**src/rtl/fetch_pc_unit_if.sv**
```systemverilog
// Purpose: bundles the redirect, imem request/response and decode-side handshake of fetch_pc_unit.
// Latency: wires only.
// Backpressure: imem_req_ready stalls requests; instr_ready stalls delivery; responses cannot be stalled.
// Ports: redirect_valid/address in; imem_req_valid/ready/address; imem_resp_valid/data in;
//        instr_valid/ready/data/pc out. master = fetch unit, slave = imem + decode + redirect source.
interface fetch_pc_unit_if #(
    parameter int XLEN = 64,
    parameter int ILEN = 32
);
    logic            redirect_valid;
    logic [XLEN-1:0] redirect_address;
    logic            imem_req_valid;
    logic            imem_req_ready;
    logic [XLEN-1:0] imem_req_address;
    logic            imem_resp_valid;
    logic [ILEN-1:0] imem_resp_data;
    logic            instr_valid;
    logic            instr_ready;
    logic [ILEN-1:0] instr_data;
    logic [XLEN-1:0] instr_pc;

    modport master (
        input  redirect_valid, redirect_address,
        output imem_req_valid, imem_req_address,
        input  imem_req_ready,
        input  imem_resp_valid, imem_resp_data,
        output instr_valid, instr_data, instr_pc,
        input  instr_ready
    );

    modport slave (
        output redirect_valid, redirect_address,
        input  imem_req_valid, imem_req_address,
        output imem_req_ready,
        output imem_resp_valid, imem_resp_data,
        input  instr_valid, instr_data, instr_pc,
        output instr_ready
    );
endinterface

```
**src/rtl/fetch_pc_unit.sv**
```systemverilog
// Purpose: owns the PC, issues in-order imem fetches, buffers {instr, pc} for decode; redirect reloads and flushes.
// Latency: request accepted cycle N, response cycle N+k -> instr_valid from cycle N+k+1.
// Backpressure: requests limited by credits (outstanding + buffered < BUF_DEPTH); decode stalls via instr_ready.
// Ports: clk, rst_n (async active-low), bus (fetch_pc_unit_if.master).
module fetch_pc_unit #(
    parameter int              XLEN         = 64,
    parameter int              ILEN         = 32,
    parameter logic [XLEN-1:0] RESET_VECTOR = '0,
    parameter int              BUF_DEPTH    = 2
) (
    input logic             clk,
    input logic             rst_n,
    fetch_pc_unit_if.master bus
);
    localparam int CW = $clog2(BUF_DEPTH) + 1;
    localparam int PW = $clog2(BUF_DEPTH);
    localparam logic [CW:0] DEPTH_L = (CW + 1)'(BUF_DEPTH);

    typedef enum logic [1:0] {S_BOOT, S_FETCH, S_FLUSH} state_t;

    state_t          state_q, state_d;
    logic [XLEN-1:0] pc_q, pc_d;
    logic [XLEN-1:0] resp_pc_q, resp_pc_d;
    logic [CW-1:0]   outst_q, outst_d;
    logic [CW-1:0]   discard_q, discard_d;
    logic [CW-1:0]   count_q, count_d;
    logic [PW-1:0]   rd_ptr_q, rd_ptr_d;
    logic [PW-1:0]   wr_ptr_q, wr_ptr_d;
    logic            req_vld_q, req_vld_d;
    logic [ILEN-1:0] buf_dat_q [BUF_DEPTH];
    logic [XLEN-1:0] buf_pc_q  [BUF_DEPTH];

    logic            req_fire, resp_fire, pop, push, buf_vld;
    logic [XLEN-1:0] redir_pc;
    logic            unused_addr_lsb;

    assign unused_addr_lsb = ^bus.redirect_address[1:0];
    assign redir_pc  = {bus.redirect_address[XLEN-1:2], 2'b00};
    assign buf_vld   = (count_q != '0);
    assign req_fire  = req_vld_q & bus.imem_req_ready;
    // Stray responses with nothing outstanding are ignored.
    assign resp_fire = bus.imem_resp_valid & (outst_q != '0);
    assign pop       = buf_vld & bus.instr_ready;

    assign bus.imem_req_valid   = req_vld_q;
    assign bus.imem_req_address = pc_q;
    assign bus.instr_valid      = buf_vld;
    assign bus.instr_data       = buf_vld ? buf_dat_q[rd_ptr_q] : '0;
    assign bus.instr_pc         = buf_vld ? buf_pc_q[rd_ptr_q]  : '0;

    always_comb begin
        state_d   = state_q;
        pc_d      = pc_q;
        resp_pc_d = resp_pc_q;
        discard_d = discard_q;
        count_d   = count_q;
        rd_ptr_d  = rd_ptr_q;
        wr_ptr_d  = wr_ptr_q;
        push      = 1'b0;
        outst_d   = outst_q + CW'(req_fire) - CW'(resp_fire);
        case (state_q)
            S_BOOT: begin
                state_d = S_FETCH;
                if (bus.redirect_valid) begin
                    pc_d      = redir_pc;
                    resp_pc_d = redir_pc;
                end
            end
            S_FETCH: begin
                if (bus.redirect_valid) begin
                    // Everything still in flight (including this cycle's request) belongs to the old path.
                    pc_d      = redir_pc;
                    resp_pc_d = redir_pc;
                    count_d   = '0;
                    rd_ptr_d  = '0;
                    wr_ptr_d  = '0;
                    discard_d = outst_d;
                    state_d   = (outst_d == '0) ? S_FETCH : S_FLUSH;
                end else begin
                    if (req_fire) pc_d = pc_q + XLEN'(4);
                    if (resp_fire) begin
                        push      = 1'b1;
                        resp_pc_d = resp_pc_q + XLEN'(4);
                        wr_ptr_d  = wr_ptr_q + PW'(1);
                    end
                    if (pop) rd_ptr_d = rd_ptr_q + PW'(1);
                    count_d = count_q + CW'(push) - CW'(pop);
                end
            end
            S_FLUSH: begin
                if (resp_fire && discard_q != '0) begin
                    discard_d = discard_q - CW'(1);
                    if (discard_q == CW'(1)) state_d = S_FETCH;
                end
                if (bus.redirect_valid) begin
                    pc_d      = redir_pc;
                    resp_pc_d = redir_pc;
                end
            end
            default: state_d = S_BOOT;
        endcase
        // Registered request valid: evaluated on next-state credits so it matches the live credit count.
        req_vld_d = (state_d == S_FETCH) && (({1'b0, outst_d} + {1'b0, count_d}) < DEPTH_L);
    end

    always_ff @(posedge clk or negedge rst_n) begin
        if (!rst_n) begin
            state_q   <= S_BOOT;
            pc_q      <= RESET_VECTOR;
            resp_pc_q <= RESET_VECTOR;
            outst_q   <= '0;
            discard_q <= '0;
            count_q   <= '0;
            rd_ptr_q  <= '0;
            wr_ptr_q  <= '0;
            req_vld_q <= 1'b0;
            for (int i = 0; i < BUF_DEPTH; i++) begin
                buf_dat_q[i] <= '0;
                buf_pc_q[i]  <= '0;
            end
        end else begin
            state_q   <= state_d;
            pc_q      <= pc_d;
            resp_pc_q <= resp_pc_d;
            outst_q   <= outst_d;
            discard_q <= discard_d;
            count_q   <= count_d;
            rd_ptr_q  <= rd_ptr_d;
            wr_ptr_q  <= wr_ptr_d;
            req_vld_q <= req_vld_d;
            if (push) begin
                buf_dat_q[wr_ptr_q] <= bus.imem_resp_data;
                buf_pc_q[wr_ptr_q]  <= resp_pc_q;
            end
        end
    end
endmodule

```
**src/flat_wrapper.sv**
```systemverilog
// flat-port wrapper written by rule: the top's interface ports become plain ports
module fetch_pc_unit_flat 
#(
    parameter int              XLEN         = 64,
    parameter int              ILEN         = 32,
    parameter logic [XLEN-1:0] RESET_VECTOR = '0,
    parameter int              BUF_DEPTH    = 2
)
  (clk, rst_n, bus_redirect_valid, bus_redirect_address, bus_imem_req_valid, bus_imem_req_address, bus_imem_req_ready, bus_imem_resp_valid, bus_imem_resp_data, bus_instr_valid, bus_instr_data, bus_instr_pc, bus_instr_ready);
  fetch_pc_unit_if #(.XLEN(XLEN), .ILEN(ILEN)) bus_i ();
  input logic clk;
  input logic rst_n;
  input wire logic [$bits(bus_i.redirect_valid)-1:0] bus_redirect_valid;
  input wire logic [$bits(bus_i.redirect_address)-1:0] bus_redirect_address;
  output wire logic [$bits(bus_i.imem_req_valid)-1:0] bus_imem_req_valid;
  output wire logic [$bits(bus_i.imem_req_address)-1:0] bus_imem_req_address;
  input wire logic [$bits(bus_i.imem_req_ready)-1:0] bus_imem_req_ready;
  input wire logic [$bits(bus_i.imem_resp_valid)-1:0] bus_imem_resp_valid;
  input wire logic [$bits(bus_i.imem_resp_data)-1:0] bus_imem_resp_data;
  output wire logic [$bits(bus_i.instr_valid)-1:0] bus_instr_valid;
  output wire logic [$bits(bus_i.instr_data)-1:0] bus_instr_data;
  output wire logic [$bits(bus_i.instr_pc)-1:0] bus_instr_pc;
  input wire logic [$bits(bus_i.instr_ready)-1:0] bus_instr_ready;
  assign bus_i.redirect_valid = bus_redirect_valid;
  assign bus_i.redirect_address = bus_redirect_address;
  assign bus_imem_req_valid = bus_i.imem_req_valid;
  assign bus_imem_req_address = bus_i.imem_req_address;
  assign bus_i.imem_req_ready = bus_imem_req_ready;
  assign bus_i.imem_resp_valid = bus_imem_resp_valid;
  assign bus_i.imem_resp_data = bus_imem_resp_data;
  assign bus_instr_valid = bus_i.instr_valid;
  assign bus_instr_data = bus_i.instr_data;
  assign bus_instr_pc = bus_i.instr_pc;
  assign bus_i.instr_ready = bus_instr_ready;
  fetch_pc_unit #(.XLEN(XLEN), .ILEN(ILEN), .RESET_VECTOR(RESET_VECTOR), .BUF_DEPTH(BUF_DEPTH)) u_core (.clk(clk), .rst_n(rst_n), .bus(bus_i));
endmodule
```
**config.mk**
```make
export PLATFORM = sky130hd
export DESIGN_NAME = fetch_pc_unit_flat
export DESIGN_NICKNAME = d
export VERILOG_FILES = /design/src/rtl/fetch_pc_unit_if.sv /design/src/rtl/fetch_pc_unit.sv /design/src/flat_wrapper.sv
export SDC_FILE = /design/constraint.sdc
export NUM_CORES = 1
export LEC_CHECK = 0
export CORE_UTILIZATION = 45
export DETAILED_ROUTE_END_ITERATION = 16
export GPL_ROUTABILITY_DRIVEN = 0
export HOLD_SLACK_MARGIN = 0.03
export PLACE_DENSITY = 0.78
export SYNTH_ARGS = -nofsm -noshare
export SYNTH_HDL_FRONTEND = slang
export SYNTH_SLANG_ARGS = --single-unit
```
**constraint.sdc**
```tcl
create_clock -name clk -period 2.5 [get_ports clk]
set_input_delay 0.25 -clock clk [delete_from_list [all_inputs] [get_ports clk]]
set_output_delay 0.25 -clock clk [all_outputs]
set_load 0.02 [all_outputs]
```
Yosys cells after proc, flatten, opt, wreduce, memory -nomap -nowiden. Index checks and enable logic that the tools add are counted.

Logic and storage cells: 99. Output and inout port bits: 162. Input port bits: 102. Bits in registers: 331.

Magnitude comparators: 4. Reduce and logical (&&, ||, !) cells: 18. Add/sub/neg operators: 10. Bitwise gates (word level): 5. Eq/ne operators: 9. Muxes and demuxes: 40.

Operators by type and width (number): 2-to-1 mux 64 bit (10); one-hot mux 64 bit (2 select lines) (2); 2-to-1 mux 32 bit (5); adder 64 x 3 -> 64 bit, second input constant (2); bitwise mux 128 bit (1); bitwise mux 64 bit (1); demux 64 bit (select 1 bit) (1); demux 32 bit (select 1 bit) (1); 2-to-1 mux 2 bit (8); nonzero test 2 bit (7); 2-to-1 mux 1 bit (9); AND reduction 3 bit (3); equality test 2 x 1 -> 1 bit, second input constant (3); != test 3 x 2 -> 1 bit, second input constant (2); one-hot mux 2 bit (3 select lines) (1); adder 2 x 1 -> 2 bit (2); greater-or-equal comparator 2 bit, second input constant (2); zero test 2 bit (2); != test 2 x 1 -> 1 bit, second input constant (2); NOT 1 -> 2 bit (2); one-hot mux 2 bit (2 select lines) (1); AND reduction 2 bit (2); subtractor 2 x 1 -> 2 bit (2); adder 2 x 2 -> 3 bit (1); other kinds (9) (14).

Depth between registers and ports, before layout.
Depth after elaboration: 12. Depth in mapped cells: 13. Mapped depth without buffers: 13.

Worst setup path after synthesis. No wires, ideal clock.

Path type: reg-to-reg. Start point: register u_core.count_q[0]. End point: register u_core.req_vld_q (netlist: u_core.bus.imem_req_valid). Data required time: 2.380 ns. Arrival time: 2.496 ns. Period minus slack after synthesis: 2.615 ns. Library setup time: 0.120 ns. Path buffers: 0. Cell stages (with the launch flop): 14. Path slack: -0.115 ns. Path through: dfrtp_1 > nor2_1 > inv_1 > nand2_1 > inv_1 > ha_1 > inv_1 > ha_1 > xnor2_1 > nor2b_1 > o21ai_0 > o31a_1 > fa_1 > and3_1.

Longest elaborated chain between the ends: 8. Elaborated cells on any way between the ends: 9. Classes of those cells: add/sub (3); order compare (1); mux (2); bitwise (1); reduce/logical (2).

RTL lines: start, declared (RTL line fetch_pc_unit.sv:26) `logic [CW-1:0] count_q, count_d;`; start signal, assigned (RTL line fetch_pc_unit.sv:127) `count_q <= count_d;`; nonzero test 2 bit (RTL line fetch_pc_unit.sv:39) `assign buf_vld = (count_q != '0);`; named net bus_instr_valid (RTL line flat_wrapper.sv:20) `output wire logic [$bits(bus_i.instr_valid)-1:0] bus_instr_valid;`; AND 1 bit (RTL line fetch_pc_unit.sv:43) `assign pop = buf_vld & bus.instr_ready;`; subtractor 2 x 1 -> 2 bit (RTL line fetch_pc_unit.sv:87) `count_d = count_q + CW'(push) - CW'(pop);`; 2-to-1 mux 2 bit (RTL line fetch_pc_unit.sv:70) `if (bus.redirect_valid) begin`; 2-to-1 mux 2 bit (RTL line fetch_pc_unit.sv:61) `case (state_q)`; adder 2 x 2 -> 3 bit (RTL line fetch_pc_unit.sv:103) `req_vld_d = (state_d == S_FETCH) && (({1'b0, outst_d} + {1'b0, count_d}) < DEPTH_L);`; < comparator 3 x 2 -> 1 bit (RTL line fetch_pc_unit.sv:103); logical AND 1 bit (RTL line fetch_pc_unit.sv:103); named net u_core.req_vld_d (RTL line fetch_pc_unit.sv:29) `logic req_vld_q, req_vld_d;`; end signal, assigned (RTL line fetch_pc_unit.sv:130) `req_vld_q <= req_vld_d;`; end, declared (RTL line fetch_pc_unit.sv:29).

The timed path passes the listed nets, and every way through them passes these cells. A chain may end at the register's enable or synchronous reset.

Final worst setup path.
Start point: register u_core.rd_ptr_q. End point: output bus_instr_pc[31].

Longest elaborated chain between the ends: 5.

RTL lines: start, declared (RTL line fetch_pc_unit.sv:27) `logic [PW-1:0] rd_ptr_q, rd_ptr_d;`; start signal, assigned (RTL line fetch_pc_unit.sv:128) `rd_ptr_q <= rd_ptr_d;`; NOT 1 -> 2 bit (implied by the code) (RTL line fetch_pc_unit.sv:49) `assign bus.instr_pc = buf_vld ? buf_pc_q[rd_ptr_q] : '0;`; 2-to-1 mux 64 bit (implied by the code) (3 in series) (RTL line fetch_pc_unit.sv:49); 2-to-1 mux 64 bit (RTL line fetch_pc_unit.sv:49); end, declared (RTL line flat_wrapper.sv:22) `output wire logic [$bits(bus_i.instr_pc)-1:0] bus_instr_pc;`.

No other way between the ends. The select of a mux whose other input is x is not followed.

==> run summary <==
Place WS - -0.0993 ns
Row count - 70
Detailed-route via count - 15500
Sequential share of the synthesized area - 47.3%
Worst vdd ir - 0.000679 V
Die area - 38700 um2
Clk root buf - clkbuf_16
CP endpoint kind - output pin
Number of diodes - 0
Max Cap Violations - 0
Crit path max-delay family - buffers and inverters
Share of cells above drive strength 1 - 21.6%
Flops & latches, synth - 323
CP cell instances - buf_12 -> mux2i_2 -> nor2_1 -> clkdlybuf4s50_1
Clk_lat worst skew - 0.52 ns
Pin count of the biggest net entering global routing - 95
DIE WIDTH - 197 um
Clock buffer depth - 3
Worst Tran Pin Value - 0.631 ns
Post-DR wirelength/cell - 20.9 um
Gr usage total - 27.2%
Die height - 197 um
Synth warn - 0
Vias in the first global route - 15100
Part of the power in the clock network - 17.1%
Commonest non-fill, non-tap cell in the layout - dfrtp_1
Pre-antenna DRT Iters - 6
First-pass GRT wire length - 83600 um
Post-Syn Area - 17100 um2
Critical path buffer and inverter count - 2
Clock Sinks - 323
Crit-path max FO - 9
Post-DP HPWL - 37900 um
GR Overflow Total - 0
Initial Utilization - 46.2%
CTS tree - done
Hold Path Class - input port to asynchronous set/reset pin
Required @ worst endpoint - 2.25 ns
Reg2reg setup slack - 0.04 ns
DR iter-0 viols - 1108
Worst Clk Skew - 0.0211 ns
Core area - 37000 um2
CP Launch Type - flip-flop
Slew Limit Headroom - 57.9%
Flop pwr share - 33.3%
Post-synth EDFFs - 0
Routed WL - 53800 um
Vias/cell - 6.01
Mapped Avg Cell Area - 9.90 um2
Residual DRC count - 0
Net Sw Frac - 41.1%
Fillcell total - 3031
Sw Pwr - 12.8 mW
Clock transition at path regs - 0.06 ns
Initial antenna violation count - 1
WHS - 0.311 ns
# port buffers - 257
Antenna-violating nets left - 0
Critical path's slowest cell - dfrtp_4
Status - finished, final reports clean
CP Class - flip-flop to output pin
P_leak - 9.57 nW
P_int - 18.3 mW
Final min period - 2.48 ns
Final period util - 99.3%
Critical Path AT - 2.23 ns
# IOs - 264
Setup WS post-layout - 0.0176 ns
Fmax - 403 MHz
Overall power - 31.1 mW
P&R area growth vs syn - 32.7%
Yosys cell types - 73
Synth Instances - 1725
PwrDens - 1370 nW/um2
Setup Viol. Count Final - 0
Nets - 2158
RSZ-0062 raised after global routing - true
CTS Buf Count - 36
CTS HTree Levels - 2
Synth async-reset ratio - 100%
Post-synth top flop - dfrtp_1
Critical path's largest stage delay - 0.56 ns
Comb pwr share - 49.7%
Slew Viols, Final - 0
Final Hold Viols - 0
Commonest cells after routing, fill and taps aside - dfrtp_1 (321), clkdlybuf4s50_1 (203), nor2_1 (199), mux2_2 (185), buf_4 (120)
## layout make-up
| class | count | area [um2] | share of cell area (%) |
|---|---|---|---|
| inverters | 25 | 93.8 | 0.414 |
| flip-flops and latches | 323 | 8090 | 35.7 |
| multi-input cells | 1257 | 8640 | 38.1 |
| clock inverters | 12 | 113 | 0.497 |
| clock buffers | 52 | 1080 | 4.77 |
| well taps | 504 | 631 | 2.78 |
| repair buffers | 404 | 4030 | 17.8 |
## cells in the mapped netlist (all sizes together) (11+ instances only)
cell type | n | share of area (%)
a211oi | 17 | 0.75
a21oi | 115 | 3.4
a311oi | 17 | 0.87
a31oi | 14 | 0.51
and2 | 13 | 0.48
and3 | 25 | 0.92
and4 | 11 | 0.56
buf | 45 | 1.2
clkbuf | 78 | 1.7
dfrtp | 323 | 47
inv | 25 | 0.55
mux2 | 185 | 12
mux2i | 96 | 5.6
nand2 | 121 | 2.7
nand3 | 79 | 2.3
nand4 | 35 | 1.4
nor2 | 203 | 4.5
nor3 | 50 | 1.6
nor4 | 23 | 1.1
o21ai | 73 | 2.1
o22a | 17 | 0.87
o22ai | 33 | 1.2
or3 | 14 | 0.51
## sequential cells by signal, indices dropped and copies added, names as in the netlist
signal,flops
u_core.discard_q,2
u_core.state_q,2
u_core.count_q,2
u_core.outst_q,2
u_core.bus.imem_req_address,62
u_core.resp_pc_q,62
u_core.rd_ptr_q,1
u_core.buf_dat_q,64
u_core.wr_ptr_q,1
u_core.bus.imem_req_valid,1
u_core.buf_pc_q,124
## stage by stage
step / instances / cell area [um2] / utilization (%) / TNS (ns)
after floorplan: 1728 / 17100 / - / 0
after CTS: 2572 / 22400 / 60.7 / -0.0457
after global placement: 2501 / 21100 / 57.1 / -0.0518
after global routing: 2577 / 22700 / 61.3 / -0.162
after detailed placement: 2501 / 21100 / 57.1 / -0.0996
final: 2577 / 22700 / 61.3 / 0
## worst paths after layout
kind | start | end | cells past startpoint
worst min-delay path | rst_n | u_core.buf_dat_q[1] | 2
worst min register to register | u_core.buf_pc_q[61] | u_core.buf_pc_q[61] | 2
worst max-delay path | u_core.rd_ptr_q | bus_instr_pc[31] | 4
worst max register to register | u_core.count_q[1] | u_core.bus.imem_req_valid | 13
max in group asynchronous | rst_n | u_core.resp_pc_q[31] | 4
min in group clk | bus_imem_resp_data[10] | u_core.buf_dat_q[42] | 2
## what timing repair did
item                                    4_1_cts  5_1_grt
resized for setup                            50       49
hold buffers                                  1        0
endpoints found under the hold margin        64        0
setup buffers                                 5        4
endpoints found under the setup margin       96       51
pin swaps                                     0        9
cloned                                        1        1
## logic make-up after synthesis
logic type	synth area share (%)
compound gates	13.2
xor+xnor	0.205
fa+ha+maj	0.703
buf+inv	3.46
flops	47.3
mux	17.8
other cells	0.0220
simple gates	17.2
## power by group through the flow
| stage | combinational [mW] | sequential (mW) | clock [mW] |
|---|---|---|---|
| after global routing | 16.5 | 10.7 | 5.59 |
| after CTS | 15.2 | 10.2 | 5.38 |
| after global placement | 14.5 | 10.0 | 0 |
| after floorplan | 8.36 | 10.1 | 0 |
| after detailed placement | 14.9 | 10.3 | 0 |
| final | 15.5 | 10.4 | 5.31 |
## routing by layer
layer / vias to the layer above / global-route usage [%] / routed length [um]
met5: - / 0 / 0
met4: 0 / 8.04 / 1460
met3: 111 / 4.93 / 4680
met2: 802 / 43.4 / 24800
met1: 7585 / 37.9 / 22800
li1: 6980 / - / -
Note: power is estimated with default switching activity, not from simulation.
